File: src/rtl/chess_board_renderer_if.sv
// rtl/chess_board_renderer_if.sv - pixel, board-edit, sprite-ROM/palette and colour signals of the chess board renderer
//
// Purpose: groups every non-clock signal of chess_board_renderer.
//   slave  : the renderer's view (pixel/edit/ROM-data/palette in; ROM address, palette index and colour out)
//   master : the environment's view (VGA controller, game logic, sprite ROM, palette)
// Signals:
//   DrawX, DrawY    current pixel column/row
//   blank           1 = visible region, 0 = force black
//   wr_en/wr_sq/wr_piece, clr_board   board edits
//   cursor_sq, sel_valid, sel_sq      highlight squares
//   rom_addr/rom_q  sprite ROM address and palette-index data
//   pal_idx/pal_rgb palette index and resolved {r,g,b}
//   red/green/blue  registered pixel colour
`timescale 1ns/1ps
interface chess_board_renderer_if #(
  parameter int ADDR_W = 16,
  parameter int IDX_W  = 4
);
  logic [9:0]        DrawX;
  logic [9:0]        DrawY;
  logic              blank;
  logic              wr_en;
  logic [5:0]        wr_sq;
  logic [3:0]        wr_piece;
  logic              clr_board;
  logic [5:0]        cursor_sq;
  logic              sel_valid;
  logic [5:0]        sel_sq;
  logic [ADDR_W-1:0] rom_addr;
  logic [IDX_W-1:0]  rom_q;
  logic [IDX_W-1:0]  pal_idx;
  logic [11:0]       pal_rgb;
  logic [3:0]        red;
  logic [3:0]        green;
  logic [3:0]        blue;

  modport slave (
    input  DrawX, DrawY, blank,
    input  wr_en, wr_sq, wr_piece, clr_board,
    input  cursor_sq, sel_valid, sel_sq,
    input  rom_q, pal_rgb,
    output rom_addr, pal_idx,
    output red, green, blue
  );

  modport master (
    output DrawX, DrawY, blank,
    output wr_en, wr_sq, wr_piece, clr_board,
    output cursor_sq, sel_valid, sel_sq,
    output rom_q, pal_rgb,
    input  rom_addr, pal_idx,
    input  red, green, blue
  );
endinterface

File: src/rtl/chess_board_renderer.sv
// rtl/chess_board_renderer.sv - 3-stage per-pixel renderer for an 8x8 chess board with sprites and highlights
//
// Purpose: holds the 64-square board state, maps each VGA pixel to a square and
// sprite texel, fetches the texel's palette index from a shared sprite ROM and
// composites checkerboard, sprite (with transparency), cursor and selection
// borders into a registered 4:4:4 colour.
// Ports:
//   vga_clk  pixel clock, all state on posedge
//   reset    synchronous, active-high; reloads the start position and flushes the pipeline
//   bus      chess_board_renderer_if.slave (pixel, board edits, highlights, ROM, palette, colour)
// Pipeline: pixel sampled at edge k -> rom_addr at k, pal_idx at k+1, red/green/blue at k+2.
`timescale 1ns/1ps
module chess_board_renderer #(
  parameter int          SQUARE          = 60,
  parameter int          BOARD_X0        = 80,
  parameter int          BOARD_Y0        = 0,
  parameter int          IDX_W           = 4,
  parameter int          ADDR_W          = 16,
  parameter int          TRANSPARENT_IDX = 0,
  parameter int          BORDER          = 2,
  parameter logic [11:0] LIGHT_RGB       = 12'hEED,
  parameter logic [11:0] DARK_RGB        = 12'h785,
  parameter logic [11:0] BG_RGB          = 12'h222,
  parameter logic [11:0] CURSOR_RGB      = 12'hFF0,
  parameter logic [11:0] SEL_RGB         = 12'h0F0
) (
  input  logic                   vga_clk,
  input  logic                   reset,
  chess_board_renderer_if.slave  bus
);

  localparam logic [9:0]        X0      = 10'(BOARD_X0);
  localparam logic [9:0]        Y0      = 10'(BOARD_Y0);
  // Board span; the board must end at or before column/row 1023 so that a
  // pixel left of/above the board wraps dx/dy past the span.
  localparam logic [9:0]        SPAN    = 10'(8 * SQUARE);
  localparam logic [9:0]        SQ_W    = 10'(SQUARE);
  localparam logic [9:0]        BRD_LO  = 10'(BORDER);
  localparam logic [9:0]        BRD_HI  = 10'(SQUARE - BORDER);
  localparam logic [ADDR_W-1:0] SQ_AREA = ADDR_W'(SQUARE * SQUARE);
  localparam logic [ADDR_W-1:0] SQ_ROW  = ADDR_W'(SQUARE);
  localparam logic [IDX_W-1:0]  T_IDX   = IDX_W'(TRANSPARENT_IDX);

  // White back rank R N B Q K B N R; black pieces are the white code + 6.
  function automatic logic [3:0] back_rank(input logic [2:0] c);
    case (c)
      3'd0, 3'd7: back_rank = 4'd4;
      3'd1, 3'd6: back_rank = 4'd2;
      3'd2, 3'd5: back_rank = 4'd3;
      3'd3:       back_rank = 4'd5;
      default:    back_rank = 4'd6;
    endcase
  endfunction

  function automatic logic [3:0] start_piece(input logic [5:0] sq);
    case (sq[5:3])
      3'd0:    start_piece = back_rank(sq[2:0]) + 4'd6;
      3'd1:    start_piece = 4'd7;
      3'd6:    start_piece = 4'd1;
      3'd7:    start_piece = back_rank(sq[2:0]);
      default: start_piece = 4'd0;
    endcase
  endfunction

  typedef struct packed {
    logic vis;       // blank input (1 = visible)
    logic on_board;
    logic piece;     // square holds a piece
    logic dark;
    logic cursor;    // cursor border pixel
    logic sel;       // selection border pixel
  } flags_t;

  logic [63:0][3:0]  start_board;
  logic [63:0][3:0]  board_q, board_d;
  logic [ADDR_W-1:0] rom_addr_q, rom_addr_d;
  logic [IDX_W-1:0]  pal_idx_q, pal_idx_d;
  flags_t            flags_s0_q, flags_s0_d;
  flags_t            flags_s1_q, flags_s1_d;
  logic [11:0]       rgb_q, rgb_d;

  always_comb begin
    start_board = '0;
    for (int i = 0; i < 64; i++) begin
      start_board[i] = start_piece(6'(i));
    end
  end

  // Board edits: clear wins over a write in the same cycle; codes above 12 are dropped.
  always_comb begin
    board_d = board_q;
    if (bus.clr_board) begin
      board_d = start_board;
    end else if (bus.wr_en && (bus.wr_piece <= 4'd12)) begin
      board_d[bus.wr_sq] = bus.wr_piece;
    end
  end

  // Stage 0: pixel -> square/texel, board read from registered state only.
  logic [9:0] dx, dy, sx, sy;
  logic [2:0] col, row;
  logic [5:0] sq;
  logic [3:0] piece;
  logic       on_board, edge_px, has_piece;

  always_comb begin
    // Unsigned wrap makes pixels before the board origin land beyond SPAN.
    dx        = bus.DrawX - X0;
    dy        = bus.DrawY - Y0;
    on_board  = (dx < SPAN) && (dy < SPAN);
    col       = 3'(dx / SQ_W);
    row       = 3'(dy / SQ_W);
    sx        = dx % SQ_W;
    sy        = dy % SQ_W;
    sq        = {row, col};
    piece     = board_q[sq];
    has_piece = on_board && (piece != 4'd0);
    edge_px   = (sx < BRD_LO) || (sx >= BRD_HI) || (sy < BRD_LO) || (sy >= BRD_HI);

    rom_addr_d = '0;
    if (has_piece) begin
      rom_addr_d = ADDR_W'(piece - 4'd1) * SQ_AREA + ADDR_W'(sy) * SQ_ROW + ADDR_W'(sx);
    end

    flags_s0_d.vis      = bus.blank;
    flags_s0_d.on_board = on_board;
    flags_s0_d.piece    = has_piece;
    flags_s0_d.dark     = row[0] ^ col[0];
    flags_s0_d.cursor   = on_board && edge_px && (sq == bus.cursor_sq);
    flags_s0_d.sel      = on_board && edge_px && bus.sel_valid && (sq == bus.sel_sq);
  end

  // Stage 1: capture the ROM texel; flags follow.
  always_comb begin
    pal_idx_d  = bus.rom_q;
    flags_s1_d = flags_s0_q;
  end

  // Stage 2: colour select, highest priority first.
  always_comb begin
    rgb_d = 12'h000;
    if (!flags_s1_q.vis) begin
      rgb_d = 12'h000;
    end else if (!flags_s1_q.on_board) begin
      rgb_d = BG_RGB;
    end else if (flags_s1_q.cursor) begin
      rgb_d = CURSOR_RGB;
    end else if (flags_s1_q.sel) begin
      rgb_d = SEL_RGB;
    end else if (flags_s1_q.piece && (pal_idx_q != T_IDX)) begin
      rgb_d = bus.pal_rgb;
    end else if (flags_s1_q.dark) begin
      rgb_d = DARK_RGB;
    end else begin
      rgb_d = LIGHT_RGB;
    end
  end

  always_ff @(posedge vga_clk) begin
    if (reset) begin
      board_q    <= start_board;
      rom_addr_q <= '0;
      pal_idx_q  <= '0;
      flags_s0_q <= '0;
      flags_s1_q <= '0;
      rgb_q      <= '0;
    end else begin
      board_q    <= board_d;
      rom_addr_q <= rom_addr_d;
      pal_idx_q  <= pal_idx_d;
      flags_s0_q <= flags_s0_d;
      flags_s1_q <= flags_s1_d;
      rgb_q      <= rgb_d;
    end
  end

  assign bus.rom_addr = rom_addr_q;
  assign bus.pal_idx  = pal_idx_q;
  assign bus.red      = rgb_q[11:8];
  assign bus.green    = rgb_q[7:4];
  assign bus.blue     = rgb_q[3:0];

endmodule

File: src/flat_wrapper.sv
// flat-port wrapper written by rule: the top's interface ports become plain ports
module chess_board_renderer_flat 
#(
  parameter int          SQUARE          = 60,
  parameter int          BOARD_X0        = 80,
  parameter int          BOARD_Y0        = 0,
  parameter int          IDX_W           = 4,
  parameter int          ADDR_W          = 16,
  parameter int          TRANSPARENT_IDX = 0,
  parameter int          BORDER          = 2,
  parameter logic [11:0] LIGHT_RGB       = 12'hEED,
  parameter logic [11:0] DARK_RGB        = 12'h785,
  parameter logic [11:0] BG_RGB          = 12'h222,
  parameter logic [11:0] CURSOR_RGB      = 12'hFF0,
  parameter logic [11:0] SEL_RGB         = 12'h0F0
)
  (vga_clk, reset, bus_DrawX, bus_DrawY, bus_blank, bus_wr_en, bus_wr_sq, bus_wr_piece, bus_clr_board, bus_cursor_sq, bus_sel_valid, bus_sel_sq, bus_rom_q, bus_pal_rgb, bus_rom_addr, bus_pal_idx, bus_red, bus_green, bus_blue);
  chess_board_renderer_if #(.ADDR_W(ADDR_W), .IDX_W(IDX_W)) bus_i ();
  input  logic vga_clk;
  input  logic reset;
  input wire logic [$bits(bus_i.DrawX)-1:0] bus_DrawX;
  input wire logic [$bits(bus_i.DrawY)-1:0] bus_DrawY;
  input wire logic [$bits(bus_i.blank)-1:0] bus_blank;
  input wire logic [$bits(bus_i.wr_en)-1:0] bus_wr_en;
  input wire logic [$bits(bus_i.wr_sq)-1:0] bus_wr_sq;
  input wire logic [$bits(bus_i.wr_piece)-1:0] bus_wr_piece;
  input wire logic [$bits(bus_i.clr_board)-1:0] bus_clr_board;
  input wire logic [$bits(bus_i.cursor_sq)-1:0] bus_cursor_sq;
  input wire logic [$bits(bus_i.sel_valid)-1:0] bus_sel_valid;
  input wire logic [$bits(bus_i.sel_sq)-1:0] bus_sel_sq;
  input wire logic [$bits(bus_i.rom_q)-1:0] bus_rom_q;
  input wire logic [$bits(bus_i.pal_rgb)-1:0] bus_pal_rgb;
  output wire logic [$bits(bus_i.rom_addr)-1:0] bus_rom_addr;
  output wire logic [$bits(bus_i.pal_idx)-1:0] bus_pal_idx;
  output wire logic [$bits(bus_i.red)-1:0] bus_red;
  output wire logic [$bits(bus_i.green)-1:0] bus_green;
  output wire logic [$bits(bus_i.blue)-1:0] bus_blue;
  assign bus_i.DrawX = bus_DrawX;
  assign bus_i.DrawY = bus_DrawY;
  assign bus_i.blank = bus_blank;
  assign bus_i.wr_en = bus_wr_en;
  assign bus_i.wr_sq = bus_wr_sq;
  assign bus_i.wr_piece = bus_wr_piece;
  assign bus_i.clr_board = bus_clr_board;
  assign bus_i.cursor_sq = bus_cursor_sq;
  assign bus_i.sel_valid = bus_sel_valid;
  assign bus_i.sel_sq = bus_sel_sq;
  assign bus_i.rom_q = bus_rom_q;
  assign bus_i.pal_rgb = bus_pal_rgb;
  assign bus_rom_addr = bus_i.rom_addr;
  assign bus_pal_idx = bus_i.pal_idx;
  assign bus_red = bus_i.red;
  assign bus_green = bus_i.green;
  assign bus_blue = bus_i.blue;
  chess_board_renderer #(.SQUARE(SQUARE), .BOARD_X0(BOARD_X0), .BOARD_Y0(BOARD_Y0), .IDX_W(IDX_W), .ADDR_W(ADDR_W), .TRANSPARENT_IDX(TRANSPARENT_IDX), .BORDER(BORDER), .LIGHT_RGB(LIGHT_RGB), .DARK_RGB(DARK_RGB), .BG_RGB(BG_RGB), .CURSOR_RGB(CURSOR_RGB), .SEL_RGB(SEL_RGB)) u_core (.vga_clk(vga_clk), .reset(reset), .bus(bus_i));
endmodule
File: config.mk
export PLATFORM = sky130hd
export DESIGN_NAME = chess_board_renderer_flat
export DESIGN_NICKNAME = d
export VERILOG_FILES = /design/src/rtl/chess_board_renderer_if.sv /design/src/rtl/chess_board_renderer.sv /design/src/flat_wrapper.sv
export SDC_FILE = /design/constraint.sdc
export NUM_CORES = 1
export LEC_CHECK = 0
export CAP_MARGIN = 40
export CORE_MARGIN = 5
export CORE_UTILIZATION = 35
export DETAILED_ROUTE_END_ITERATION = 10
export PLACE_DENSITY = 0.53
export SETUP_SLACK_MARGIN = 0.3
export SLEW_MARGIN = 30
export SYNTH_ARGS = -nofsm -noshare
export SYNTH_HDL_FRONTEND = slang
export SYNTH_SLANG_ARGS = --single-unit
File: constraint.sdc
create_clock -name vga_clk -period 13.9 [get_ports vga_clk]
set_input_delay 2.78 -clock vga_clk [delete_from_list [all_inputs] [get_ports vga_clk]]
set_output_delay 2.78 -clock vga_clk [all_outputs]
set_load 0.005 [all_outputs]
==> impl_metrics.csv, run 1 <==
group,metric,value,unit
sta,drv_slew,0,
grt,grt.total_usage,18.0,%
setup_path,worst_ep_required_time,14.34,ns
place,portBuffers,95,
synthesis,synth.distinct_cells,90,
synthesis,yosysWarnings,0,
setup_path,critPathMaxStageDelay,0.75,ns
place,placed_area,0.0188,mm2
synthesis,synthSimpleGateAreaFrac,14.3,%
synthesis,synth_edf_count,0,
setup_path,cp.arrival,12.86,ns
routing,dr_total_vias,15002,
setup_path,crit_type,"in2reg",
synthesis,synthMuxAreaShare,12.6,%
layout,final_area,0.0201,mm2
power_and_ir_drop,power.density,214,mW/mm2
routing,routed_wl,50000,um
layout,nets,2285,
die,pin_count,96,
grt,grt_antenna_before_repair,2,
sta,clock-skew-final,0.0179,ns
layout,seqCellArea,0.00601,mm2
setup_path,slowest_stage,"or4_1",
setup_path,r2r_cells,27,
clocking,clk_pin_slew,0.06,ns
clocking,cts_root_buffer,"clkbuf_16",
routing,drt-vias-per-instance,5.33,
sta,worst_slew_pin_slew,0.891,ns
setup_path,cp_top_family,"adder cells",
min_path,worstHoldPathType,"reg2reg",
setup_path,crit_cells,37,
layout,multi_input_area,0.0104,mm2
layout,drive_gt1_share,8.42,%
synthesis,synth_top_family_by_area,"compound AO/OA/AOI/OAI gates",
clocking,numCtsBuffers,35,
sta,holdWs,0.433,ns
clocking,clk_path_buf_depth,3,
place,place_hpwl,32400,um
synthesis,yosysTopAreaCell,"dfxtp_1",
grt,grt_max_degree,81,
die,die_area,0.0541,mm2
outcome,status,"finished, final reports clean",
clocking,cts_max_level,2,
place,gp_congestion,0.809,
setup_path,crit_fanout,22,
routing,dr.pass1.iters,5,
sta,max_slew_margin,40.6,%
grt,grt_pass1_vias,14439,
clocking,clock_latency,0.53,ns
setup_path,worstSetupEndpointType,"flip-flop",
synthesis,synth_top_flop_cell,"dfxtp_1",
die,fp.coreArea,0.0490,mm2
synthesis,synth_top_area_share,34.6,%
routing,drc_errors,0,
synthesis,synth_cells,2091,
synthesis,netlist_area,0.0174,mm2
sta,hold_viol_final,0,
layout,area_growth,15.9,%
routing,drtAntennaViolNets,0,
layout,n_antenna_cell,0,
routing,drtIter0Drc,1008,
synthesis,yosysMostFrequentCell,"dfxtp_1",
sta,post-route-period-util,89.3,%
job,drv_cap,0,
die,die_x,233,um
die,die_y,233,um
clocking,cts_setup_buffers,0,
power_and_ir_drop,peakVddDrop,445,uV
synthesis,async_flop_share,0,%
synthesis,netlist_top_cells_area,"dfxtp_1 (35%), mux2i_1 (10%), o21ai_0 (7.5%), a21oi_1 (6.6%), nand2_1 (6.3%)",
layout,fin_util,41.1,%
setup_path,cpMostUsedCell,"ha_1",
power_and_ir_drop,leakagePower,7.49,nW
grt,overflow,0,
min_path,whs_path_depth,1,
routing,wl_per_cell,17.8,um
sta,fin_tns_setup,0,ns
sta,setup_viol,0,
grt,grt_pass1_wl,80000,um
layout,fillCellCount,4997,
synthesis,synth-seq-cells,300,
place,dp.cells,2748,
synthesis,yosysSeqAreaShare,34.6,%
synthesis,synth_fa_ha_area_share,8.50,%
clocking,cts_resized,0,
die,row_count,81,
sta,max_freq,80.5,MHz
synthesis,synth.avg_cell_area,8.30,um2
clocking,postCtsHoldBufs,0,
die,initial_core_util,35.5,%
synthesis,synth-xor-area-share,3.37,%
sta,fin_crit,12.42,ns
clocking,clock-sinks,300,
synthesis,synthTopCellsByCount,"dfxtp_1 (300), nand2_1 (291), o21ai_0 (260)",
setup_path,critical_path.startpoint_type,"input port",
sta,rsz0062_at_grt,"false",
layout,fin_cells,2814,
synthesis,synth_compound_area_share,20.5,%
clocking,cts_tree,"built",
setup_path,crit_buf_inv,5,
[stage by stage]
step | setup WS [ns] | power [W]
after floorplan | 2.83 | 0.00286
after global placement | 1.24 | 0.00335
after detailed placement | 0.955 | 0.00338
after CTS | 1.49 | 0.00434
after global routing | 0.712 | 0.00472
final | 1.48 | 0.00430
[state kept, by name (all words and copies together), names as in the netlist]
signal,count
u_core.board_q,256
u_core.bus.pal_idx,4
u_core.bus.rom_addr,16
u_core.flags_s0_q,6
u_core.flags_s1_q,6
u_core.rgb_q,12
[worst reg2reg max path, stage by stage, from the launching register on]
cell	delay, ns
dfxtp_1	0.33
mux2i_1	0.10
mux4_2	0.52
nor2b_1	0.16
a311o_1	0.34
a21oi_1	0.26
or4_1	0.42
inv_1	0.13
ha_1	0.23
nand3_1	0.09
o221ai_2	0.16
xnor2_4	0.29
xor2_1	0.20
ha_1	0.25
ha_1	0.31
fa_1	0.46
ha_1	0.30
ha_1	0.33
a21oi_1	0.18
xnor2_1	0.09
ha_1	0.30
ha_1	0.33
nor2_1	0.09
nor2_1	0.05
o41ai_1	0.06
xnor3_1	0.53
or3_1	0.33
a31oi_1	0.14
[worst paths after layout]
| check | to | startpoint | slack [ns] |
|---|---|---|---|
| worst max-delay path | u_core.bus.rom_addr[15] | bus_DrawX[4] | 1.48 |
| worst min-delay path | u_core.flags_s1_q[4] | u_core.flags_s0_q[4] | 0.43 |
| worst max register to register | u_core.bus.rom_addr[15] | u_core.board_q[154] | 6.83 |
| worst min register to register | u_core.flags_s1_q[4] | u_core.flags_s0_q[4] | 0.43 |
[power breakdown]
part           internal (W)  switching, W
clock network      0.000567      0.000378
logic               0.00113       0.00135
registers          0.000873    0.00000312
total               0.00257       0.00173
[layout by cell type (no fill, tap or decap), types with 59 or more instances in the layout]
cell               n
o21ai_0          260
inv_1             59
clkdlybuf4s50_1   91
a21oi_1          230
nand3_1           68
ha_1              69
nor2_1           124
mux2i_1          173
dfxtp_1          300
nand2_1          290
[logic make-up (layout without fill, tap and decap cells)]
kind of cell             Yosys count  after routing
flip-flops                       300            300
AND/OR/NAND/NOR                  571            571
adder cells (fa/ha/maj)          103            103
buffers and inverters            235            266
XOR/XNOR                          60             60
AO/OA/AOI/OAI                    617            617
multiplexers                     203            203
other                              2             30
[layout make-up]
| cell class | instances | area share (%) |
|---|---|---|
| sequential | 300 | 29.8 |
| timing repair buffer | 143 | 7.19 |
| clock buffer | 50 | 5.24 |
| inverter | 61 | 1.14 |
| tap | 664 | 4.13 |
| multi-input combinational | 1584 | 51.8 |
| clock inverter | 12 | 0.665 |
[layer usage]
| metal | track usage (%) | share of wire [%] | wire (um) |
|---|---|---|---|
| met2 | 29.7 | 46 | 22800 |
| met5 | 0 | 0.026 | 13 |
| met4 | 3.58 | 1.7 | 856 |
| met1 | 25.4 | 47 | 23700 |
| met3 | 2.36 | 5.2 | 2590 |
No activity file was read; power rests on OpenSTA's default activity.
==> run 2, diff against run 1 <==
CORE_UTILIZATION = 40   (was 35)
PLACE_DENSITY = 0.59   (was 0.53)
==> run 2 against run 1 <==
  * Critical path depth down 3
  * Clock skew grew 0.0020 ns
  * Routed wire length decreased by 1.8%
  * Clock-buffer cell count is 2 higher
  * Power decreased by 1.1%
  * Non-clock buffer count is 4 lower
  * Utilization rose by 5.0 points
  * Via count is 0.37% higher
  * Register-to-register slack about the same
  * Worst hold slack improved by 0.0051 ns
==> impl_metrics.csv, run 2 (same netlist as run 1, synthesis figures left out) <==
group,metric,value,unit
outcome,status,"finished, final reports clean",
sta,drv_slew,0,
die,row_count,76,
clocking,clk_pin_slew,0.06,ns
setup_path,critPathMaxStageDelay,0.54,ns
sta,hold_viol_final,0,
min_path,worstHoldPathType,"reg2reg",
sta,fin_crit,12.21,ns
grt,grt.total_usage,20.1,%
die,die_area,0.0477,mm2
sta,fin_tns_setup,0,ns
layout,fillCellCount,4273,
layout,seqCellArea,0.00601,mm2
sta,max_slew_margin,40.9,%
setup_path,cp.arrival,12.67,ns
layout,drive_gt1_share,7.80,%
layout,largest_reg_flops,256,
routing,dr_total_vias,15057,
place,dp.cells,2666,
clocking,cts_root_buffer,"clkbuf_16",
sta,clock-skew-final,0.0199,ns
power_and_ir_drop,power.density,214,mW/mm2
setup_path,cpMostUsedCell,"ha_1",
sta,worst_slew_pin_slew,0.886,ns
die,fp.coreArea,0.0430,mm2
sta,rsz0062_at_grt,"false",
die,die_x,218,um
die,die_y,218,um
grt,grt_pass1_wl,79100,um
die,pin_count,96,
layout,final_common_cell,"dfxtp_1",
clocking,cts_setup_buffers,0,
grt,overflow,0,
grt,grt_pass1_vias,14589,
routing,drtIter0Drc,1128,
clocking,postCtsHoldBufs,0,
setup_path,slowest_stage,"xnor3_1",
routing,drt-vias-per-instance,5.52,
power_and_ir_drop,leakagePower,7.39,nW
setup_path,crit_type,"in2reg",
place,gp_congestion,0.882,
routing,drc_errors,0,
power_and_ir_drop,peakVddDrop,450,uV
clocking,numCtsBuffers,34,
grt,grt_antenna_before_repair,0,
routing,routed_wl,49100,um
grt,grt_max_degree,71,
routing,drtAntennaViolNets,0,
layout,nets,2280,
routing,dr.pass1.iters,5,
clocking,clock-sinks,300,
layout,layout_common_cells,"dfxtp_1 (300), nand2_1 (290), o21ai_0 (260)",
sta,max_freq,81.9,MHz
setup_path,worstSetupEndpointType,"flip-flop",
sta,post-route-period-util,87.9,%
clocking,clk_path_buf_depth,3,
setup_path,critical_path.startpoint_type,"input port",
layout,area_growth,14.2,%
place,place_hpwl,31500,um
clocking,cts_max_level,2,
clocking,cts_tree,"built",
layout,top_register,"u_core.board_q",
setup_path,crit_fanout,35,
layout,multi_input_area,0.0104,mm2
layout,fin_cells,2726,
layout,n_antenna_cell,0,
sta,setup_viol,0,
setup_path,worst_ep_required_time,14.36,ns
place,portBuffers,95,
layout,fin_util,46.1,%
clocking,cts_resized,0,
die,initial_core_util,40.4,%
job,drv_cap,0,
clocking,clock_latency,0.54,ns
routing,wl_per_cell,18.0,um
-- run 2: changes by cell type in the layout (fill, tap and decap cells not counted), moves of 2 or more --
cell,delta
clkbuf_1,+6
clkbuf_16,-2
buf_16,-3
clkinvlp_4,-2
clkinv_2,-3
clkbuf_8,-2
-- run 2: power breakdown --
part	internal (W)	switching [W]	total [W]
Combinational	0.00112	0.00137	0.00249
Clock	0.000515	0.000365	0.000880
Sequential	0.000873	0.00000308	0.000876
Total	0.00251	0.00174	0.00425
-- run 2: layout make-up --
| cell class | instances | share of cell area [%] |
|---|---|---|
| repair buffers | 139 | 6.81 |
| well taps | 585 | 3.69 |
| clock inverters | 5 | 0.385 |
| clock buffers | 52 | 5.04 |
| multi-input cells | 1584 | 52.6 |
| flip-flops and latches | 300 | 30.3 |
| inverters | 61 | 1.16 |
-- run 2: worst paths after layout --
path | start | slack, ns | end | cells past startpoint
setup reg to reg | u_core.board_q[202] | 6.82 | u_core.bus.rom_addr[15] | 24
hold / removal | u_core.flags_s0_q[4] | 0.44 | u_core.flags_s1_q[4] | 1
hold reg to reg | u_core.flags_s0_q[4] | 0.44 | u_core.flags_s1_q[4] | 1
setup / recovery | bus_DrawX[4] | 1.69 | u_core.bus.rom_addr[15] | 34
-- run 2: worst max-delay path, delay by kind of cell --
family,cells,cell delay [ns]
adder cells (fa/ha/maj),9,2.79
buffers and inverters,7,1.83
XOR/XNOR,3,0.80
AND/OR/NAND/NOR,4,1.45
AO/OA/AOI/OAI,6,1.87
multiplexers,5,1.07
-- run 2: metrics by stage --
step	hold WS [ns]	total power, W	worst slack (ns)	cell area (um2)
global placement	0.418	0.00334	1.33	18600
floorplan	0.414	0.00286	2.83	17500
detailed placement	0.425	0.00340	1.17	18700
finish	0.438	0.00425	1.69	19800
CTS	0.438	0.00430	1.71	19800
global route	0.461	0.00465	1.04	19800
-- run 2: routing by layer --
layer | share of wire (%) | track usage, %
met1 | 46 | 28.0
met2 | 46 | 33.2
met3 | 5.9 | 2.77
met4 | 2.1 | 5.17
met5 | 0 | 0
==> run 3, diff against run 2 <==
CORE_UTILIZATION = 35   (was 40)
HOLD_SLACK_MARGIN = 0.12   (was default)
PLACE_DENSITY = 0.53   (was 0.59)
==> results of run 3 <==
Final layout, timing and power as in run 1 (identical DEF).
